==> config.mk <==
export PLATFORM = sky130hd
export DESIGN_NAME = shift_frame
export DESIGN_NICKNAME = d
export VERILOG_FILES = /design/src/rtl/shift_frame_pkg.sv /design/src/rtl/shift_frame_ctrl.sv /design/src/rtl/shift_frame.sv
export SDC_FILE = /design/constraint.sdc
export NUM_CORES = 1
export LEC_CHECK = 0
export BUFFER_PORTS_ARGS = -buffer_cell sky130_fd_sc_hd__buf_4
export CORE_MARGIN = 3
export CORE_UTILIZATION = 35
export CTS_CLUSTER_DIAMETER = 100
export DETAILED_ROUTE_END_ITERATION = 6
export PLACE_DENSITY = 0.59
export SETUP_SLACK_MARGIN = 0.4
export SKIP_LAST_GASP = 1
export SYNTH_ARGS = -nofsm -noshare
export SYNTH_HDL_FRONTEND = slang
export SYNTH_HIERARCHICAL = 1
export SYNTH_SLANG_ARGS = --single-unit
==> constraint.sdc <==
create_clock -name CLK -period 2.2 [get_ports CLK]
set_input_delay 0.66 -clock CLK [delete_from_list [all_inputs] [get_ports CLK]]
set_output_delay 0.66 -clock CLK [all_outputs]
set_load 0.01 [all_outputs]
==> src/rtl/shift_frame_pkg.sv <==
// shift_frame shared definitions: FSM states, shift directions
// and the frame-length clamp used when a counted frame starts.
package shift_pkg;

  typedef enum logic [1:0] {
    ST_IDLE  = 2'd0,
    ST_SHIFT = 2'd1,
    ST_DONE  = 2'd2
  } state_e;

  localparam logic DIR_RIGHT = 1'b0;
  localparam logic DIR_LEFT  = 1'b1;

  // A zero or oversized length means a full-width frame.
  function automatic int frame_len(input int cnt, input int w);
    return (cnt == 0 || cnt > w) ? w : cnt;
  endfunction

endpackage

==> src/rtl/shift_frame_ctrl.sv <==
// shift_frame control: frame FSM, bit down-counter, latched direction.
// Decides each edge whether the datapath loads, shifts or holds.
module shift_frame_ctrl
  import shift_pkg::*;
#(
  parameter  int W  = 8,
  localparam int CW = $clog2(W + 1)
) (
  input  logic          clk_i,
  input  logic          rst_i,
  input  logic          start_i,
  input  logic          ld_i,
  input  logic          sh_i,
  input  logic          dir_i,
  input  logic [CW-1:0] cnt_i,
  output logic          shift_en,
  output logic          load_en,
  output logic          busy,
  output logic          done,
  output logic          dir_q
);

  state_e        state_q;
  logic [CW-1:0] cnt_q;
  logic          idle;

  assign idle     = (state_q == ST_IDLE);
  assign busy     = ~idle;
  assign done     = (state_q == ST_DONE);
  assign load_en  = idle & ~start_i & ld_i;
  assign shift_en = (state_q == ST_SHIFT)
                  | (idle & ~start_i & ~ld_i & sh_i);

  // Frame sequencing: latch dir/length on START, count shifts down.
  always_ff @(posedge clk_i or posedge rst_i) begin
    if (rst_i) begin
      state_q <= ST_IDLE;
      cnt_q   <= '0;
      dir_q   <= DIR_RIGHT;
    end else begin
      unique case (state_q)
        ST_IDLE: begin
          if (start_i) begin
            dir_q   <= dir_i;
            cnt_q   <= CW'(frame_len(int'(cnt_i), W));
            state_q <= ST_SHIFT;
          end
        end
        ST_SHIFT: begin
          cnt_q <= cnt_q - CW'(1);
          if (cnt_q == CW'(1))
            state_q <= ST_DONE;
        end
        ST_DONE: state_q <= ST_IDLE;
        default: state_q <= ST_IDLE;
      endcase
    end
  end

endmodule

==> src/rtl/shift_frame.sv <==
// shift_frame top: W-bit shift register with counted frame transfers.
// Define SHIFT_ROTATE_EN to add the ROT port (rotate instead of SIN).
module shift_frame
  import shift_pkg::*;
#(
  parameter  int         W       = 8,
  parameter  logic [W-1:0] RST_VAL = '0,
  localparam int         CW      = $clog2(W + 1)
) (
  input  logic          CLK,
  input  logic          RST,
  input  logic          SIN,
  input  logic [W-1:0]  PIN,
  input  logic          LD,
  input  logic          SH,
  input  logic          START,
  input  logic          DIR,
  input  logic [CW-1:0] CNT,
`ifdef SHIFT_ROTATE_EN
  input  logic          ROT,
`endif
  output logic          SOUT,
  output logic [W-1:0]  POUT,
  output logic          BUSY,
  output logic          DONE
);

  logic [W-1:0] q_q, q_d;
  logic         shift_en, load_en, busy, done, dir_q;
  logic         eff_dir, rot, in_bit;

  shift_frame_ctrl #(.W(W)) u_ctrl (
    .clk_i    (CLK),
    .rst_i    (RST),
    .start_i  (START),
    .ld_i     (LD),
    .sh_i     (SH),
    .dir_i    (DIR),
    .cnt_i    (CNT),
    .shift_en (shift_en),
    .load_en  (load_en),
    .busy     (busy),
    .done     (done),
    .dir_q    (dir_q)
  );

`ifdef SHIFT_ROTATE_EN
  assign rot = ROT;
`else
  assign rot = 1'b0;
`endif

  // Frames use the direction captured at START; idle uses live DIR.
  assign eff_dir = busy ? dir_q : DIR;
  assign in_bit  = rot ? (eff_dir == DIR_LEFT ? q_q[W-1] : q_q[0])
                       : SIN;

  // Next register value: parallel load beats shift beats hold.
  always_comb begin
    q_d = q_q;
    if (load_en)
      q_d = PIN;
    else if (shift_en)
      q_d = (eff_dir == DIR_LEFT) ? {q_q[W-2:0], in_bit}
                                  : {in_bit, q_q[W-1:1]};
  end

  // Datapath register.
  always_ff @(posedge CLK or posedge RST) begin
    if (RST) q_q <= RST_VAL;
    else     q_q <= q_d;
  end

  assign SOUT = (eff_dir == DIR_LEFT) ? q_q[W-1] : q_q[0];
  assign POUT = q_q;
  assign BUSY = busy;
  assign DONE = done;

endmodule

==> run metrics <==
top_reg_cell synth=dfrtp_1; n_diodes=0; Crit Path Class=reg2out; max-slew violations=0; Congestion Overflow GR=0; status=finished clean; # hold bufs at CTS=0; Synth Instances=96; 1st-pass router iterations=4; Worst Skew=approximately 0.00060 ns; layout cells sized above 1=0.353; core area=roughly 0.0025 mm²; critical path peak fanout=2; Initial Utilization=0.374; CP max-delay cell=dfrtp_1; YS warnings=6; Post-Syn Nets=~120; Root Buffer=clkbuf_4; Commonest cells post-synth=dfrtp_1 (15), a21oi_1 (10), o21ai_1 (10); CTS max path bufs=2; CP Buf/Inv Count=2; Comb pwr share=0.573; Skew-Pair Late Insertion Delay=roughly 0.28 ns; Critical Path Sink Type=output port; top cell type's share of synthesized area=0.401; overall routing resource usage=0.146; Layout Nets=between 150 and 200; max_cap viols=0; Crit path max-delay family=multiplexers; clock sinks=15; setup ws final=0.0487 ns; Max VDD drop=roughly 0.00081 V; reg2reg start=u_ctrl/state_q[1]$_DFFE_PP0P_; synthesized area=slightly above 900 µm²; Data arrival, critical path=approximately 1.5 ns; Crit. Startpoint=u_ctrl/state_q[1]$_DFFE_PP0P_; TritonCTS clock tree=built; Net Sw Frac=0.403; TritonCTS Buffers=3; Post-DP HPWL=approximately 1700 µm; worst hold path type=in2async; Sw Pwr=roughly 660 µW; highest clock rate=between 0.4 and 0.5 GHz; final std cells w/o fill=approximately 160; flops & latches, synth=15; clock share of power=0.099; most common cell in the netlist=dfrtp_1; Die Wd=a little under 60 µm; Cell Int Power=about 980 µW; die area=0.00333 mm²; GP Congestion=0.770; via-per-instance ratio=slightly above 5; top cell type by total area after synthesis=dfrtp_1; Critical Path RT=about 1.5 ns; Worst-Margin Slew=between 0.3 and 0.4 ns; Final Setup Violations=0; wire length per cell=13.6 µm; Yosys cell types=30; sequential power share=0.329; Die Ht=between 50 and 60 µm; synthesized area per cell=between 9 and 10 µm²; Leak=approximately 0.6 nW; H-tree lvl count=1; total I/O pin count=30; vias in the first global route=841; Post-synth EDFFs=0; top area cells in the synthesized netlist=dfrtp_1 (40%), mux2i_1 (9.6%), nor3b_1 (6.4%), a21oi_1 (5.3%), o21ai_1 (5.3%); first-pass GRT wire length=roughly 3800 µm; Tcrit/Tclk final=0.978; fill count=around 240; DRC viols=0; largest net degree at the start of global routing=10; Placement Setup Slack=0.158 ns; antenna violations before repair=0; Power Dens Cells=~1300 mW/mm²; cell count after placement=approximately 160; Worst-path clk slew=approximately 0.09 ns; PortBufs=29; routed via count=844; synthesis-to-layout area growth=35.3%; initial DRC count=21; row cnt=18; post-route minimum period=between 2 and 2.5 ns; RSZ-0062 raised after global routing=true; CP peak stage delay=between 0.4 and 0.5 ns; CP Cell Sequence=nor2_4, inv_2, mux2i_4, mux2_4, buf_6; Routed Antenna Nets=0; relative slew slack=0.740; share of the yosys chip area belonging to registers=0.401; asr flop ratio synth=1.00; CP startpoint kind=flip-flop; Final Hold Vio Count=0; DRT Wirelength=2210 µm
[power by group through the flow]
stage / clock, mW / sequential [mW] / combinational (mW)
2_1_floorplan: 0 / 0.536 / 0.593
5_1_grt: 0.179 / 0.560 / 1.05
6_report: 0.161 / 0.537 / 0.936
3_5_place_dp: 0 / 0.541 / 0.894
3_3_place_gp: 0 / 0.537 / 0.872
4_1_cts: 0.166 / 0.535 / 0.935
[what timing repair did]
action                     4_1_cts  5_1_grt
hold endpoints to repair         0        0
pin swaps                        1        0
buffers inserted                 2        1
setup endpoints to repair        2        2
gates resized for setup          1        1
[state kept, by name, indices dropped and copies added (netlist names)]
signal          flops
u_ctrl/state_q      2
u_ctrl/dir_q        1
POUT                8
u_ctrl/cnt_q        4
[worst paths after layout]
kind / endpoint / slack [ns] / cells past startpoint
max: SOUT / 0.05 / 5
min: u_ctrl/dir_q$_DFFE_PP0P_ / 0.31 / 2
max reg2reg: POUT[5]$_DFFE_PP0P_ / 0.60 / 7
min reg2reg: u_ctrl/cnt_q[1]$_DFFE_PP0P_ / 0.56 / 2
max in group asynchronous: POUT[6]$_DFFE_PP0P_ / 1.62 / 2
min in group CLK: u_ctrl/cnt_q[1]$_DFFE_PP0P_ / 0.56 / 2
[layout make-up]
type / instances / area, µm² / area share
repair buffers: 38 / 293 / 0.231
well taps: 30 / 37.5 / 0.0296
inverters: 7 / 26.3 / 0.0208
multi-input cells: 69 / 508 / 0.401
clock buffers: 4 / 26.3 / 0.0208
flip-flops and latches: 15 / 375 / 0.296
[per-layer routing]
metal,global-route usage,vias up,wire length (µm)
met5,0,-,0
met4,0.0397,0,7
met3,0.0267,2,140
met2,0.221,24,1050
met1,0.212,402,1010
li1,-,416,-
[cell families (layout without fill, tap and decap cells)]
group	Yosys count	after routing	share of synthesized area
fa+ha+maj	2	2	0.0267
xor+xnor	1	1	0.00936
compound gates	29	29	0.172
simple gates	25	25	0.180
flops	15	15	0.401
buf+inv	12	49	0.0655
mux	12	12	0.144
[cells in the final DEF, fill, tap and decap left out, drive strengths merged]
master  count
and3        1
xnor2       1
nand2       3
nor2        6
dfrtp      15
o21ai      12
o22ai       1
nor2b       1
mux2        2
mux2i      10
nor4b       1
nor3        1
nand2b      2
o21bai      2
nor3b       8
buf        38
inv         7
a31oi       1
ha          2
a22oi       2
clkbuf      4
a21oi      10
o31a        1
and2b       1
nor4bb      1
[stage by stage]
| step | cell area, µm² | hold WS, ns | power (mW) | setup TNS [ns] | utilization |
|---|---|---|---|---|---|
| 6_report | 1270 | 0.314 | 1.63 | 0 | 0.507 |
| 3_5_place_dp | 1210 | 0.549 | 1.43 | 0 | 0.484 |
| 4_1_cts | 1250 | 0.316 | 1.64 | 0 | 0.502 |
| 3_3_place_gp | 1210 | 0.534 | 1.41 | 0 | 0.484 |
| 5_1_grt | 1270 | 0.328 | 1.79 | -0.0264 | 0.507 |
| 2_1_floorplan | 945 | 0.463 | 1.13 | 0 | - |
Power figures use the tool's default switching activity.
